### src/rtl/hc165_defs.sv
// Shared definitions for the 74HC165 reader: FSM state encodings and default sizing.
package hc165_defs;

  typedef enum logic [2:0] {
    ST_IDLE   = 3'd0,
    ST_LOAD   = 3'd1,
    ST_SETTLE = 3'd2,
    ST_LOW    = 3'd3,
    ST_HIGH   = 3'd4,
    ST_DONE   = 3'd5
  } state_t;

  localparam int DEF_DATA_W  = 8;
  localparam int DEF_CLK_DIV = 4;

endpackage

### src/rtl/hc165_tick_div.sv
// Free-running clock divider with enable and synchronous clear; tick marks the last count.
module hc165_tick_div #(
  parameter int CLK_DIV = 4
) (
  input  logic clk,
  input  logic rst_n,
  input  logic en,
  input  logic clr,
  output logic tick
);

  localparam int CW = (CLK_DIV > 1) ? $clog2(CLK_DIV) : 1;
  localparam logic [CW-1:0] LAST = CW'(CLK_DIV - 1);

  logic [CW-1:0] div;

  always_ff @(posedge clk or negedge rst_n) begin
    if (!rst_n) begin
      div <= '0;
    end else if (clr) begin
      div <= '0;
    end else if (en) begin
      div <= (div == LAST) ? '0 : div + CW'(1);
    end
  end

  assign tick = (div == LAST);

endmodule

### src/rtl/hc165_reader.sv
// Scans a chain of 74HC165 devices: parallel load, settle, then DATA_W CP pulses
// sampling Q7 through a 2-flop synchronizer; the completed word is strobed on dat_vld.
module hc165_reader
  import hc165_defs::*;
#(
  parameter int DATA_W  = DEF_DATA_W,
  parameter int CLK_DIV = DEF_CLK_DIV,
  parameter int AUTO    = 0
) (
  input  logic              clk,
  input  logic              rst_n,
  input  logic              start,
  input  logic              Q7,
  output logic              PL_n,
  output logic              CP,
  output logic              CE_n,
  output logic              busy,
  output logic [DATA_W-1:0] dat_out,
  output logic              dat_vld
);

  localparam int BW = (DATA_W > 1) ? $clog2(DATA_W) : 1;
  localparam logic [BW-1:0] LAST_BIT = BW'(DATA_W - 1);

  state_t            state;
  logic [BW-1:0]     bit_cnt;
  logic [DATA_W-1:0] shift;
  logic              q7_meta;
  logic              q7_s;
  logic              go;
  logic              div_en;
  logic              div_clr;
  logic              tick;

  // Q7 is driven by the external chain and has no timing relation to clk.
  always_ff @(posedge clk or negedge rst_n) begin
    if (!rst_n) begin
      q7_meta <= 1'b0;
      q7_s    <= 1'b0;
    end else begin
      q7_meta <= Q7;
      q7_s    <= q7_meta;
    end
  end

  assign go      = (AUTO != 0) ? 1'b1 : start;
  assign div_en  = (state != ST_IDLE) && (state != ST_DONE);
  assign div_clr = (state == ST_IDLE) && go;

  hc165_tick_div #(
    .CLK_DIV (CLK_DIV)
  ) u_tick_div (
    .clk   (clk),
    .rst_n (rst_n),
    .en    (div_en),
    .clr   (div_clr),
    .tick  (tick)
  );

  always_ff @(posedge clk or negedge rst_n) begin
    if (!rst_n) begin
      state   <= ST_IDLE;
      bit_cnt <= '0;
      shift   <= '0;
      PL_n    <= 1'b1;
      CP      <= 1'b0;
      CE_n    <= 1'b1;
      busy    <= 1'b0;
      dat_out <= '0;
      dat_vld <= 1'b0;
    end else begin
      dat_vld <= 1'b0;
      case (state)
        ST_IDLE: begin
          PL_n <= 1'b1;
          CP   <= 1'b0;
          CE_n <= 1'b1;
          busy <= 1'b0;
          if (go) begin
            state   <= ST_LOAD;
            bit_cnt <= '0;
            PL_n    <= 1'b0;
            CE_n    <= 1'b0;
            busy    <= 1'b1;
          end
        end
        ST_LOAD: begin
          if (tick) begin
            state <= ST_SETTLE;
            PL_n  <= 1'b1;
          end
        end
        ST_SETTLE: begin
          if (tick) begin
            state <= ST_LOW;
          end
        end
        ST_LOW: begin
          // Sample just before raising CP, while Q7 has had a full half-period to settle.
          if (tick) begin
            shift <= {shift[DATA_W-2:0], q7_s};
            state <= ST_HIGH;
            CP    <= 1'b1;
          end
        end
        ST_HIGH: begin
          if (tick) begin
            CP <= 1'b0;
            if (bit_cnt == LAST_BIT) begin
              bit_cnt <= '0;
              state   <= ST_DONE;
              dat_out <= shift;
              dat_vld <= 1'b1;
              CE_n    <= 1'b1;
            end else begin
              bit_cnt <= bit_cnt + BW'(1);
              state   <= ST_LOW;
            end
          end
        end
        ST_DONE: begin
          state <= ST_IDLE;
          busy  <= 1'b0;
          CP    <= 1'b0;
          CE_n  <= 1'b1;
        end
        default: begin
          state <= ST_IDLE;
        end
      endcase
    end
  end

endmodule

### config.mk
export PLATFORM = sky130hd
export DESIGN_NAME = hc165_reader
export DESIGN_NICKNAME = d
export VERILOG_FILES = /design/src/rtl/hc165_defs.sv /design/src/rtl/hc165_tick_div.sv /design/src/rtl/hc165_reader.sv
export SDC_FILE = /design/constraint.sdc
export NUM_CORES = 1
export LEC_CHECK = 0
export CORE_ASPECT_RATIO = 1.75
export CORE_MARGIN = 2
export CORE_UTILIZATION = 33
export CTS_CLUSTER_DIAMETER = 40
export DETAILED_ROUTE_END_ITERATION = 7
export PLACE_DENSITY = 0.56
export SLEW_MARGIN = 10
export SYNTH_ARGS = -nofsm -noshare
export SYNTH_HDL_FRONTEND = slang
export SYNTH_SLANG_ARGS = --single-unit
### constraint.sdc
create_clock -name clk -period 5.05 [get_ports clk]
set_input_delay 0.505 -clock clk [delete_from_list [all_inputs] [get_ports clk]]
set_output_delay 0.505 -clock clk [all_outputs]
set_load 0.1 [all_outputs]
# Word-level counts from Yosys, hierarchy flattened
# Index checks and enable logic that the tools add are counted.
# Widths: inputs -> output; s select.
dict set report word_totals {
  ram_bits 0
  out_inout_bits 13
  memories 0
  word_cells 73
  in_bits 4
  reg_bits 31
  latchBits 0
  romBits 0
}
dict set report op_classes {
  n_mul 0
  n_bitwise 0
  n_shift 0
  reduce_logical 18
  muxes 27
  magnitude_cmp 0
  eq_ne 14
  add_sub_neg 2
  div 0
}
# op n
set ops {}
lappend ops {{$mux 3} 9}
lappend ops {{$pmux 3 s5} 1}
lappend ops {{$ne 2x2->1 const B} 6}
lappend ops {{$reduce_and 3->1} 4}
lappend ops {{$eq 3x3->1 const B} 3}
lappend ops {{$mux 1} 9}
lappend ops {{$reduce_bool 3->1} 3}
lappend ops {{$reduce_bool 2->1} 4}
lappend ops {{$eq 3x2->1 const B} 2}
lappend ops {{$mux 2} 3}
lappend ops {{$pmux 1 s3} 2}
lappend ops {{$pmux 3 s2} 1}
lappend ops {{$reduce_and 5->1} 1}
lappend ops {{$pmux 1 s2} 2}
lappend ops {{$reduce_and 2->1} 2}
lappend ops {{$add 3x1->3 const B} 1}
lappend ops {{$eq 3x1->1 const B} 1}
lappend ops {{$logic_not 3->1} 1}
lappend ops {{$ne 3x3->1 const B} 1}
lappend ops {{$add 2x1->2 const B} 1}
lappend ops {{$eq 2x2->1 const B} 1}
lappend ops {{$logic_and 1x1->1} 2}
lappend ops {{$reduce_or 2->1} 1}

# Depth between registers and ports, before layout
dict set report depth {
  word_depth 4
  depth_mapped 5
  depth_no_buf 5
}

# Cells and area by module
# Synthesis repeated with hierarchy kept, for this count alone.
dict set report unflattened {
  hier_cells 105
  hier_area_um2 1397.6
}
# mod cells_each area_per_inst_um2 n_inst seq_area_each_um2
set modules_own_cells {}
lappend modules_own_cells {hc165_reader 97 1297.5 1 728.2}
lappend modules_own_cells {hc165_tick_div 8 100.1 1 50.0}

# Least setup slack after synthesis
# No wires, ideal clock.
dict set report synth_path {
  path_type {register to register}
  start {register u_tick_div.div[0]}
  end {register dat_out[0]}
  required_time_ps 4925
  setup_ps 125
  slack_ps 3447
  arrival_time_ps 1477
  path_buffers 1
  stages_incl_launch_ff 6
  synth_period_minus_slack_ps 1603
  cell_sequence {dfrtp_1 > ha_1 > buf_2 > and4bb_2 > nand2_4 > mux2_4}
}
dict set report synth_between {
  elab_chain_cells 2
}
# element line_no
set synth_rtl {}
lappend synth_rtl {{start, declared} hc165_tick_div.sv:15} ;# logic [CW-1:0] div;
lappend synth_rtl {{start signal, assigned} hc165_tick_div.sv:23} ;# div <= (div == LAST) ? '0 : div + CW'(1);
lappend synth_rtl {{$eq 2x2->1} hc165_tick_div.sv:27} ;# assign tick = (div == LAST);
lappend synth_rtl {{$reduce_and 3->1 (no line)} n/a}
lappend synth_rtl {{end signal, assigned} hc165_reader.sv:112} ;# dat_out <= shift;
lappend synth_rtl {{end, declared} hc165_reader.sv:18} ;# output logic [DATA_W-1:0] dat_out,
# Every way passes these cells.
# A chain may end at the register's enable or synchronous reset.

# Final worst setup path
dict set report layout_path {
  start {register CE_n}
  end {output port CE_n}
}
# element line_no
set layout_rtl {}
lappend layout_rtl {{start, declared} hc165_reader.sv:16} ;# output logic CE_n,
lappend layout_rtl {{start signal, assigned} hc165_reader.sv:67} ;# CE_n <= 1'b1;
lappend layout_rtl {{start signal, assigned} hc165_reader.sv:77} ;# CE_n <= 1'b1;
lappend layout_rtl {{start signal, assigned} hc165_reader.sv:83} ;# CE_n <= 1'b0;
# No word-level cell between the ends.

==> reports/metrics.csv <==
metric,value,unit
WP buf/inv,1,
Total Power,516,uW
Post-DP HPWL,1640,um
initial antenna violation count,0,
WS Path Type,reg -> out,
DIE WIDTH,53.1,um
CP cell instances,clkdlybuf4s50_1,
vias in the first global route,922,
peak supply drop,0.218,mV
fin cells,176,
Synth Warn #,0,
r2r setup slk,3.26,ns
Final setup viols,0,
synth top area cells,"dfrtp_1 52%, mux2_4 8.6%, mux2_1 5.7%, dfstp_2 3.8%, ha_1 3.6%",
All-Layer GR Usage,12.3,%
routed len/inst,13.8,um
Core Region,0.00411,mm2
CP required,4.55,ns
Initial Util,33.8,%
Cell variety after synth,37,
die height,89.9,um
critical path's largest stage delay,1.13,ns
routability cong.,0.773,
grt peak-use layer,met2,
Setup TNS,0,ns
P per Cell Area,301,mW/mm2
max-slew violations,0,
CTS buffer count,5,
max-cap violations,0,
Post-Syn Area per Cell,13.0,um2
final WL,2420,um
syn_nets,115,
CTS root buf,clkbuf_8,
Synth Register Bits,31,
"Seq/Total Area, Yosys",55.9,%
worst-case clock skew,0.00796,ns
GR Overflow Total,0,
fin crit period,2.46,ns
origin of the worst setup path,CE_n$_DFFE_PN1P_,
RSZ-0062 raised after global routing,false,
Row Count,31,
Final Hold Viols,0,
Ports,17,
status,finished clean,
die area,0.00477,mm2
Post-synth ARST share,100,%
clock latency on the worst-skew pair,0.28,ns
Tightest Pin Transition,0.966,ns
post-cts sizing count,0,
hold buffer count at cts,0,
worst r2r src,u_tick_div.div[0]$_DFFE_PN0P_,
worst reg2reg path endpoint,dat_out[7]$_DFFE_PN0P_,
Area growth syn-to-layout,23.4,%
Arrival @ worst endpoint,1.95,ns
top-area cell type share of the netlist area,52.2,%
period utilization,48.6,%
Max clock buf depth,2,
leakage,0.797,nW
setup bufs post-CTS,0,
CP Depth,1,
1st-iter DRT viols,21,
vias per cell,5.10,
post-route ant nets,0,
Mapped Area,0.00139,mm2
Startpoint Class,register,
DR pass1 iterations,4,
largest net degree at the start of global routing,32,
GR Layer Usage met2,18.6,%
"commonest non-fill, non-tap cell in the layout",dfrtp_1,
final core occ,41.8,%
vias,898,
ANT cells,0,
Clock Sinks,31,
Inst Count DP,168,
slowest CP cell,clkdlybuf4s50_1,
headroom to the max-slew limit,35.4,%
TritonCTS clock tree,yes,
Synth Instances,107,
CP Capture Type,output pin,
Min-Delay Path Class,reg -> reg,
# port buffers,16,
Worst-path clk slew,0.07,ns
crit path to,CE_n,
met3 Use GR,3.49,%
residual DRC count,0,
WHS,0.347,ns
Max Fanout on Critical Path,3,
GR Util met1,14.7,%
Yosys top cell by area,dfrtp_1,
first-pass GRT wire length,4360,um
H-tree depth,2,
family with the most delay on the worst path,buffers and inverters,
worst reg2reg path depth,4,
"Primary FF master, synth",dfrtp_1,
layout cells sized above 1,20.5,%
"EDFF count, synth",0,
Max Freq,0.407,GHz
Nets,134,
most frequent cells in the layout,"29 x dfrtp_1, 16 x clkdlybuf4s50_1, 8 x mux2_4",
-- worst min-delay path by stage --
stage,from,endpoint,slack (ns),depth (start not counted)
6_report,q7_meta$_DFF_PN0_,q7_s$_DFF_PN0_,0.35,0
5_1_grt,q7_meta$_DFF_PN0_,q7_s$_DFF_PN0_,0.36,0
4_1_cts,q7_meta$_DFF_PN0_,q7_s$_DFF_PN0_,0.35,0
3_5_place_dp,q7_meta$_DFF_PN0_,q7_s$_DFF_PN0_,0.34,0
3_3_place_gp,q7_meta$_DFF_PN0_,q7_s$_DFF_PN0_,0.34,0
2_1_floorplan,rst_n,CP$_DFFE_PN0P_,0.21,0
-- synth_stat cells, types with 3 or more instances --
| cell | instances |
|---|---|
| a21oi_1 | 6 |
| dfrtp_1 | 29 |
| ha_1 | 4 |
| inv_1 | 4 |
| mux2_1 | 7 |
| mux2_4 | 8 |
| nand2_1 | 3 |
| o21ai_0 | 3 |
| o21ai_1 | 4 |
-- per-stage QoR --
stage,worst slack [ns],instance area (um2)
final,2.59,1720
after global routing,2.54,1720
after detailed placement,2.90,1600
after global placement,2.90,1600
after CTS,2.58,1720
after floorplan,3.45,1390
-- routing by layer --
metal,routed length (um),share of wire (%)
met1,964,40
met4,56,2.3
met2,1280,53
met5,0,0
met3,122,5.0
-- kinds of logic after synthesis --
kind of cell	count (synthesis)	synth area share, %
mux	19	17.4
fa+ha+maj	4	3.60
buf+inv	11	3.15
flops	31	55.9
simple gates	17	8.54
compound gates	24	10.8
xor+xnor	1	0.630
-- sequential cells by signal (all words and copies together) (netlist names) --
register / count
dat_out: 8
shift: 8
bit_cnt: 3
state: 3
u_tick_div.div: 2
CE_n: 1
CP: 1
PL_n: 1
busy: 1
dat_vld: 1
q7_meta: 1
q7_s: 1
-- layout make-up --
type | instances | area [um2]
Tap cell | 49 | 61.3
Sequential cell | 31 | 778
Clock inverter | 2 | 35.0
Fill cell | 417 | 2390
Inverter | 6 | 22.5
Clock buffer | 6 | 82.6
Timing Repair Buffer | 17 | 168
Multi-Input combinational cell | 65 | 569
-- report_power, final --
group | internal, mW | switching, mW | total, mW
sequential | 0.252 | 0.00193 | 0.254
combinational | 0.00464 | 0.00665 | 0.0113
clock | 0.160 | 0.0918 | 0.251
No activity file was read; power rests on OpenSTA's default activity.
